===== config.mk =====
export PLATFORM = sky130hd
export DESIGN_NAME = packet_arbiter
export DESIGN_NICKNAME = d
export VERILOG_FILES = /design/src/rtl/packet_pkg.sv /design/src/rtl/rr_pick.sv /design/src/rtl/packet_arbiter.sv
export SDC_FILE = /design/constraint.sdc
export NUM_CORES = 1
export LEC_CHECK = 0
export CORE_MARGIN = 5
export CORE_UTILIZATION = 35
export CTS_BUF_LIST = sky130_fd_sc_hd__clkbuf_4
export DETAILED_ROUTE_END_ITERATION = 10
export GPL_ROUTABILITY_DRIVEN = 0
export GPL_TIMING_DRIVEN = 0
export PLACE_DENSITY = 0.79
export SETUP_SLACK_MARGIN = 0.1
export SYNTH_ARGS = -nofsm -noshare
export SYNTH_HDL_FRONTEND = slang
export SYNTH_SLANG_ARGS = --single-unit

===== constraint.sdc =====
create_clock -name clk -period 2.82 [get_ports clk]
set_clock_uncertainty 0.15 [all_clocks]
set_input_delay 0.423 -clock clk [delete_from_list [all_inputs] [get_ports clk]]
set_output_delay 0.423 -clock clk [all_outputs]
set_load 0.01 [all_outputs]

===== src/rtl/packet_pkg.sv =====
// rtl/packet_pkg.sv - shared state encoding and stream defaults for the packet path
package packet_pkg;

    typedef enum logic {
        IDLE = 1'b0,
        PASS = 1'b1
    } state_t;

    // Defaults shared with packet_parser so both ends agree on word and counter sizing
    localparam int PACKET_WIDTH_DEF = 32;
    localparam int MAX_COUNT_DEF    = 15;

endpackage


===== src/rtl/rr_pick.sv =====
// rtl/rr_pick.sv - combinational round-robin pick starting just after the last grant
module rr_pick
    import packet_pkg::*;
#(
    parameter int N = 4,
    parameter int W = $clog2(N)
) (
    input  logic [N-1:0] req,
    input  logic [W-1:0] last,
    output logic         found,
    output logic [W-1:0] winner
);

    logic [N-1:0] rot;
    logic [W-1:0] start;
    logic [W-1:0] idx;
    logic [W-1:0] off;
    int           sum;

    always_comb begin
        start = (int'(last) == N - 1) ? '0 : last + W'(1);
        rot   = '0;
        idx   = '0;
        // Rotate so that bit 0 is the highest-priority requester this round
        for (int k = 0; k < N; k++) begin
            idx    = W'((int'(start) + k) % N);
            rot[k] = req[idx];
        end
        found = |rot;
        off   = '0;
        for (int k = N - 1; k >= 0; k--) begin
            if (rot[k]) off = W'(k);
        end
        sum    = int'(start) + int'(off);
        winner = (sum >= N) ? W'(sum - N) : W'(sum);
    end

endmodule


===== src/rtl/packet_arbiter.sv =====
// rtl/packet_arbiter.sv - round-robin packet arbiter feeding packet_parser, with idle watchdog
module packet_arbiter
    import packet_pkg::*;
#(
    parameter int PACKET_WIDTH = PACKET_WIDTH_DEF,
    parameter int NUM_SOURCES  = 4,
    parameter int IDLE_TIMEOUT = 15,
    parameter int MAX_COUNT    = MAX_COUNT_DEF,
    parameter int GW           = $clog2(NUM_SOURCES),
    parameter int CW           = $clog2(MAX_COUNT)
) (
    input  logic                             clk,
    input  logic                             rst,
    input  logic [NUM_SOURCES-1:0]           src_valid,
    input  logic [NUM_SOURCES*PACKET_WIDTH-1:0] src_data,
    input  logic [NUM_SOURCES-1:0]           src_sop,
    input  logic [NUM_SOURCES-1:0]           src_eop,
    output logic [NUM_SOURCES-1:0]           src_ready,
    output logic                             data_valid,
    output logic [PACKET_WIDTH-1:0]          packet_data_out,
    output logic                             start_of_packet,
    output logic                             end_of_packet,
    output logic [GW-1:0]                    grant_id,
    output logic                             busy,
    output logic                             abort_flag,
    output logic [CW-1:0]                    abort_counter,
    output logic [CW-1:0]                    drop_counter
);

    state_t                  state;
    logic [7:0]              idle_cnt;
    logic [NUM_SOURCES-1:0]  req;
    logic [NUM_SOURCES-1:0]  stray;
    logic [NUM_SOURCES-1:0]  ready_c;
    logic                    found;
    logic [GW-1:0]           winner;
    logic [GW-1:0]           sel;
    logic                    take;
    logic [PACKET_WIDTH-1:0] sel_data;
    logic                    sel_sop;
    logic                    sel_eop;

    assign req   = src_valid & src_sop;
    assign stray = src_valid & ~src_sop;

    rr_pick #(.N(NUM_SOURCES), .W(GW)) u_pick (
        .req    (req),
        .last   (grant_id),
        .found  (found),
        .winner (winner)
    );

    // In IDLE every non-SOP word is drained so a stalled source cannot block the next grant
    always_comb begin
        ready_c = '0;
        sel     = grant_id;
        take    = 1'b0;
        if (state == PASS) begin
            ready_c[grant_id] = 1'b1;
            take              = src_valid[grant_id];
        end else begin
            ready_c = stray;
            if (found) begin
                ready_c[winner] = 1'b1;
                sel             = winner;
                take            = 1'b1;
            end
        end
    end

    assign src_ready = ready_c;
    assign sel_data  = src_data[int'(sel)*PACKET_WIDTH +: PACKET_WIDTH];
    assign sel_sop   = src_sop[sel];
    assign sel_eop   = src_eop[sel];
    assign busy      = (state == PASS);

    always_ff @(posedge clk or posedge rst) begin
        if (rst) begin
            state           <= IDLE;
            grant_id        <= GW'(NUM_SOURCES - 1);
            idle_cnt        <= '0;
            data_valid      <= 1'b0;
            packet_data_out <= '0;
            start_of_packet <= 1'b0;
            end_of_packet   <= 1'b0;
            abort_flag      <= 1'b0;
            abort_counter   <= '0;
            drop_counter    <= '0;
        end else begin
            data_valid      <= take;
            packet_data_out <= take ? sel_data : '0;
            start_of_packet <= take & sel_sop;
            end_of_packet   <= take & sel_eop;
            abort_flag      <= 1'b0;
            if (state == IDLE) begin
                idle_cnt <= '0;
                if (found) begin
                    grant_id <= winner;
                    state    <= src_eop[winner] ? IDLE : PASS;
                end
                if (|stray && drop_counter != CW'(MAX_COUNT))
                    drop_counter <= drop_counter + CW'(1);
            end else if (take) begin
                idle_cnt <= '0;
                if (sel_eop) state <= IDLE;
            end else if (idle_cnt == 8'(IDLE_TIMEOUT - 1)) begin
                // A word arriving on the timeout cycle takes the branch above instead
                state      <= IDLE;
                idle_cnt   <= '0;
                abort_flag <= 1'b1;
                if (abort_counter != CW'(MAX_COUNT))
                    abort_counter <= abort_counter + CW'(1);
            end else begin
                idle_cnt <= idle_cnt + 8'd1;
            end
        end
    end

endmodule


==> out/qor.txt <==
status: finished with violations
failing checks: negative setup slack
slowest cell on the critical path: dfstp_2
clock transition at the registers of the reported paths: 0.18 ns
io pins: 193
Via Count: 3311
Levels on crit path: 9
switching fraction of total power: 0.381
Post-synth EDFFs: 0
Routed WL: 11.8 mm
clk_lat worst skew: 0.38 ns
initial antenna violation count: 0
DRC Markers: 0
row count: 35
r2r startpoint: grant_id[0]
switching power of the nets: 0.00308 W
PnR worst setup slack: -0.468 ns
wire per inst: 18.3 um
count of cell types in the netlist: 43
Final Max Slew Viols: 0
data arrival time of the worst path: 2.72 ns
max_cap viols: 0
Port-buffer cells: 192
leakage: 2.56 nW
minimum clock period: 3.29 ns
synthesized cell area: 3230 um2
syn_area_per_cell: 11.0 um2
Top Family by Delay on Critical Path: compound AO/OA/AOI/OAI gates
post-synthesis register bit count: 55
Power Density: 1330 nW/um2
reg2reg path depth: 13
critical setup path kind: flip-flop to output pin
gr usage total: 0.202
WHS: 0.241 ns
Fmax: 304 MHz
Post-DP HPWL: 8.75 mm
Max-Slew Margin vs Limit: 0.460
die width: 106 um
YS warnings: 0
final instance area: 6070 um2
Async S/R FF share, synth: 1.00
GRT overflow: 0
RSZ-0062 raised after global routing: true
share of layout cells above drive strength 1: 0.185
worst-path maximum fanout: 4
Yosys top cell by area: dfrtp_1
Critical path origin: grant_id[0]
Clock Tree Buf Depth: 2
syn_nets: 443
net count reported at finish: 681
post-synthesis cell count: 292
Final Hold Vio Count: 0
sequential cell area: 1380 um2
first-pass GRT wire length: 18.0 mm
vias in the first global route: 3542
sequential share of power: 0.157
Via-to-Cell Ratio: 5.16
Crit path required time: 2.25 ns
period utilisation layout: 1.17
core area: 9110 um2
Max IR drop VDD: 0.736 mV
Top FF cell, synth: dfrtp_1
Hold Buf Count CTS: 0
total clock sinks: 55
largest net degree at the start of global routing: 31
DRT antenna net count: 0
H-tree depth: 2
Reg-to-Reg End: packet_data_out[13]
Initial Utilization: 0.354
antenna cell count: 0
synth-to-layout area growth: 88.2%
top post-synthesis cells by area: dfrtp_1 41%, mux2i_1 21%, o22ai_1 6.6%, ha_1 3.5%, xor2_1 2.2%
Final setup viols: 40
Multi-input gate area: 1840 um2
crit end category: output pin
startpoint types: flip-flop
root buffer cell: clkbuf_4
CTS buffer count: 5
Seq/Total Area, Yosys: 0.427
crit path buf inv count: 2
Die Footprint: 11200 um2
Clock power frac: 0.057
Post-Route Utilization: 0.666
transition time of the tightest slew-check pin: 0.799 ns
Die Ht: 106 um
total negative slack: -11.14 ns
Initial DRC Count: 211
area fraction of the dominant cell type after synthesis: 0.411
combinational share of power: 0.786
internal power: 0.00502 W
crit path cell chain: inv_2 -> ha_4 -> a221o_1 -> a211o_1 -> ha_4 -> xor2_4 -> a31oi_1 -> o21ai_1 -> buf_2
most used cell, CP: ha_4
critical path endpoint: src_ready[3]
R2R setup slack: -0.36 ns
Filler Cells Inserted: 738
Pre-Repair DR Iteration Count: 4
Cell Area, Placed: 5350 um2
CP max stage delay: 0.64 ns
CTS tree: built
Tightest Hold Check Type: input port to async pin
==> logic make-up after synthesis <==
logic type | Yosys count | synth area share
muxes | 74 | 0.240
xor gates and xnor gates | 13 | 0.0353
DFF | 55 | 0.427
AOI/OAI and AO/OA | 63 | 0.132
buffers and inverters | 22 | 0.0462
and+or+nand+nor | 56 | 0.0838
adders and majority gates | 9 | 0.0349
==> repair_timing <==
action | 4_1_cts | 5_1_grt
buffers inserted | 28 | 6
endpoints found under the hold margin | 0 | 0
cloned | 6 | 0
resized for setup | 68 | 9
setup endpoints to repair | 40 | 40
pin swaps | 19 | 15
==> layout by cell type (no fill, tap or decap), types with 3 or more instances in the layout <==
cell type | synthesis | layout
buf_12 | 2 | 10
nand3_1 | 7 | 7
buf_4 | 4 | 15
mux2i_1 | 67 | 60
nor2b_1 | 4 | 4
ha_4 | 0 | 3
buf_8 | 1 | 3
a21oi_1 | 6 | 4
clkbuf_4 | 0 | 6
mux2i_2 | 0 | 7
xor2_1 | 8 | 7
nor3_1 | 3 | 3
a31oi_1 | 4 | 3
inv_1 | 6 | 3
clkdlybuf4s50_1 | 0 | 188
ha_1 | 9 | 6
buf_2 | 6 | 8
dfrtp_1 | 53 | 53
buf_16 | 0 | 5
buf_6 | 0 | 15
xnor2_1 | 5 | 4
nand2_1 | 17 | 15
o22ai_1 | 34 | 34
o21ai_0 | 7 | 3
nor2_1 | 13 | 13
nand2b_1 | 3 | 3
o21ai_1 | 0 | 3
==> sequential cells by signal (all words and copies together) (netlist names) <==
register         flops
packet_data_out     32
start_of_packet      1
end_of_packet        1
busy                 1
abort_counter        4
abort_flag           1
grant_id             2
drop_counter         4
data_valid           1
idle_cnt             8
==> worst reg2reg max path: stages (launching register included) <==
cell	delay [ns]
dfstp_2	0.64
inv_2	0.07
ha_4	0.23
a221o_1	0.26
a211o_1	0.30
ha_4	0.22
nand4b_1	0.24
o221ai_4	0.17
buf_12	0.16
buf_6	0.09
buf_6	0.11
buf_12	0.13
mux2i_2	0.22
o22ai_1	0.09
==> final cells by class <==
cell class | count | area share
Tap cell | 111 | 0.0229
Clock buffer | 5 | 0.00618
Multi-Input combinational cell | 215 | 0.303
Buffer | 16 | 0.0305
Sequential cell | 55 | 0.227
Timing Repair Buffer | 231 | 0.398
Inverter | 6 | 0.00412
Clock inverter | 3 | 0.00783
==> per-stage QoR <==
| stage | worst slack [ns] | power (W) | std cells |
|---|---|---|---|
| after floorplan | -0.0293 | 0.00414 | 292 |
| after global placement | -0.817 | 0.00562 | 595 |
| after detailed placement | -0.892 | 0.00569 | 596 |
| after CTS | -0.475 | 0.00797 | 637 |
| after global routing | -0.563 | 0.00859 | 642 |
| final | -0.468 | 0.00810 | 642 |
==> power by group through the flow <==
stage               clock, W  combinational (W)  sequential (W)
global placement           0            0.00432         0.00130
floorplan                  0            0.00272         0.00142
global route        0.000498            0.00678         0.00131
finish              0.000458            0.00637         0.00128
CTS                 0.000474            0.00622         0.00128
detailed placement         0            0.00438         0.00131
==> cell usage after synthesis, types with 5 or more instances <==
| cell type | n |
|---|---|
| xnor2_1 | 5 |
| xor2_1 | 8 |
| a21oi_1 | 6 |
| nand2_1 | 17 |
| ha_1 | 9 |
| dfrtp_1 | 53 |
| mux2i_1 | 67 |
| inv_1 | 6 |
| nor2_1 | 13 |
| buf_2 | 6 |
| o21ai_0 | 7 |
| nand3_1 | 7 |
| o22ai_1 | 34 |
==> worst min path at each step <==
stage                                start  slack (ns)                  to
after floorplan                idle_cnt[0]        0.32         idle_cnt[0]
after global placement    abort_counter[3]        0.33    abort_counter[3]
after detailed placement  abort_counter[3]        0.34    abort_counter[3]
after CTS                              rst        0.26  packet_data_out[1]
after global routing                   rst        0.27  packet_data_out[1]
final                                  rst        0.24  packet_data_out[1]
==> per-layer routing <==
metal / wire (um) / GRT usage / up-vias / part of all wire
li1: - / - / 1562 / -
met1: 4540 / 0.236 / 1596 / 0.39
met2: 6140 / 0.363 / 138 / 0.52
met3: 879 / 0.0546 / 15 / 0.075
met4: 198 / 0.0555 / 0 / 0.017
met5: 0 / 0 / - / 0
(Power assumes the default switching activity.)
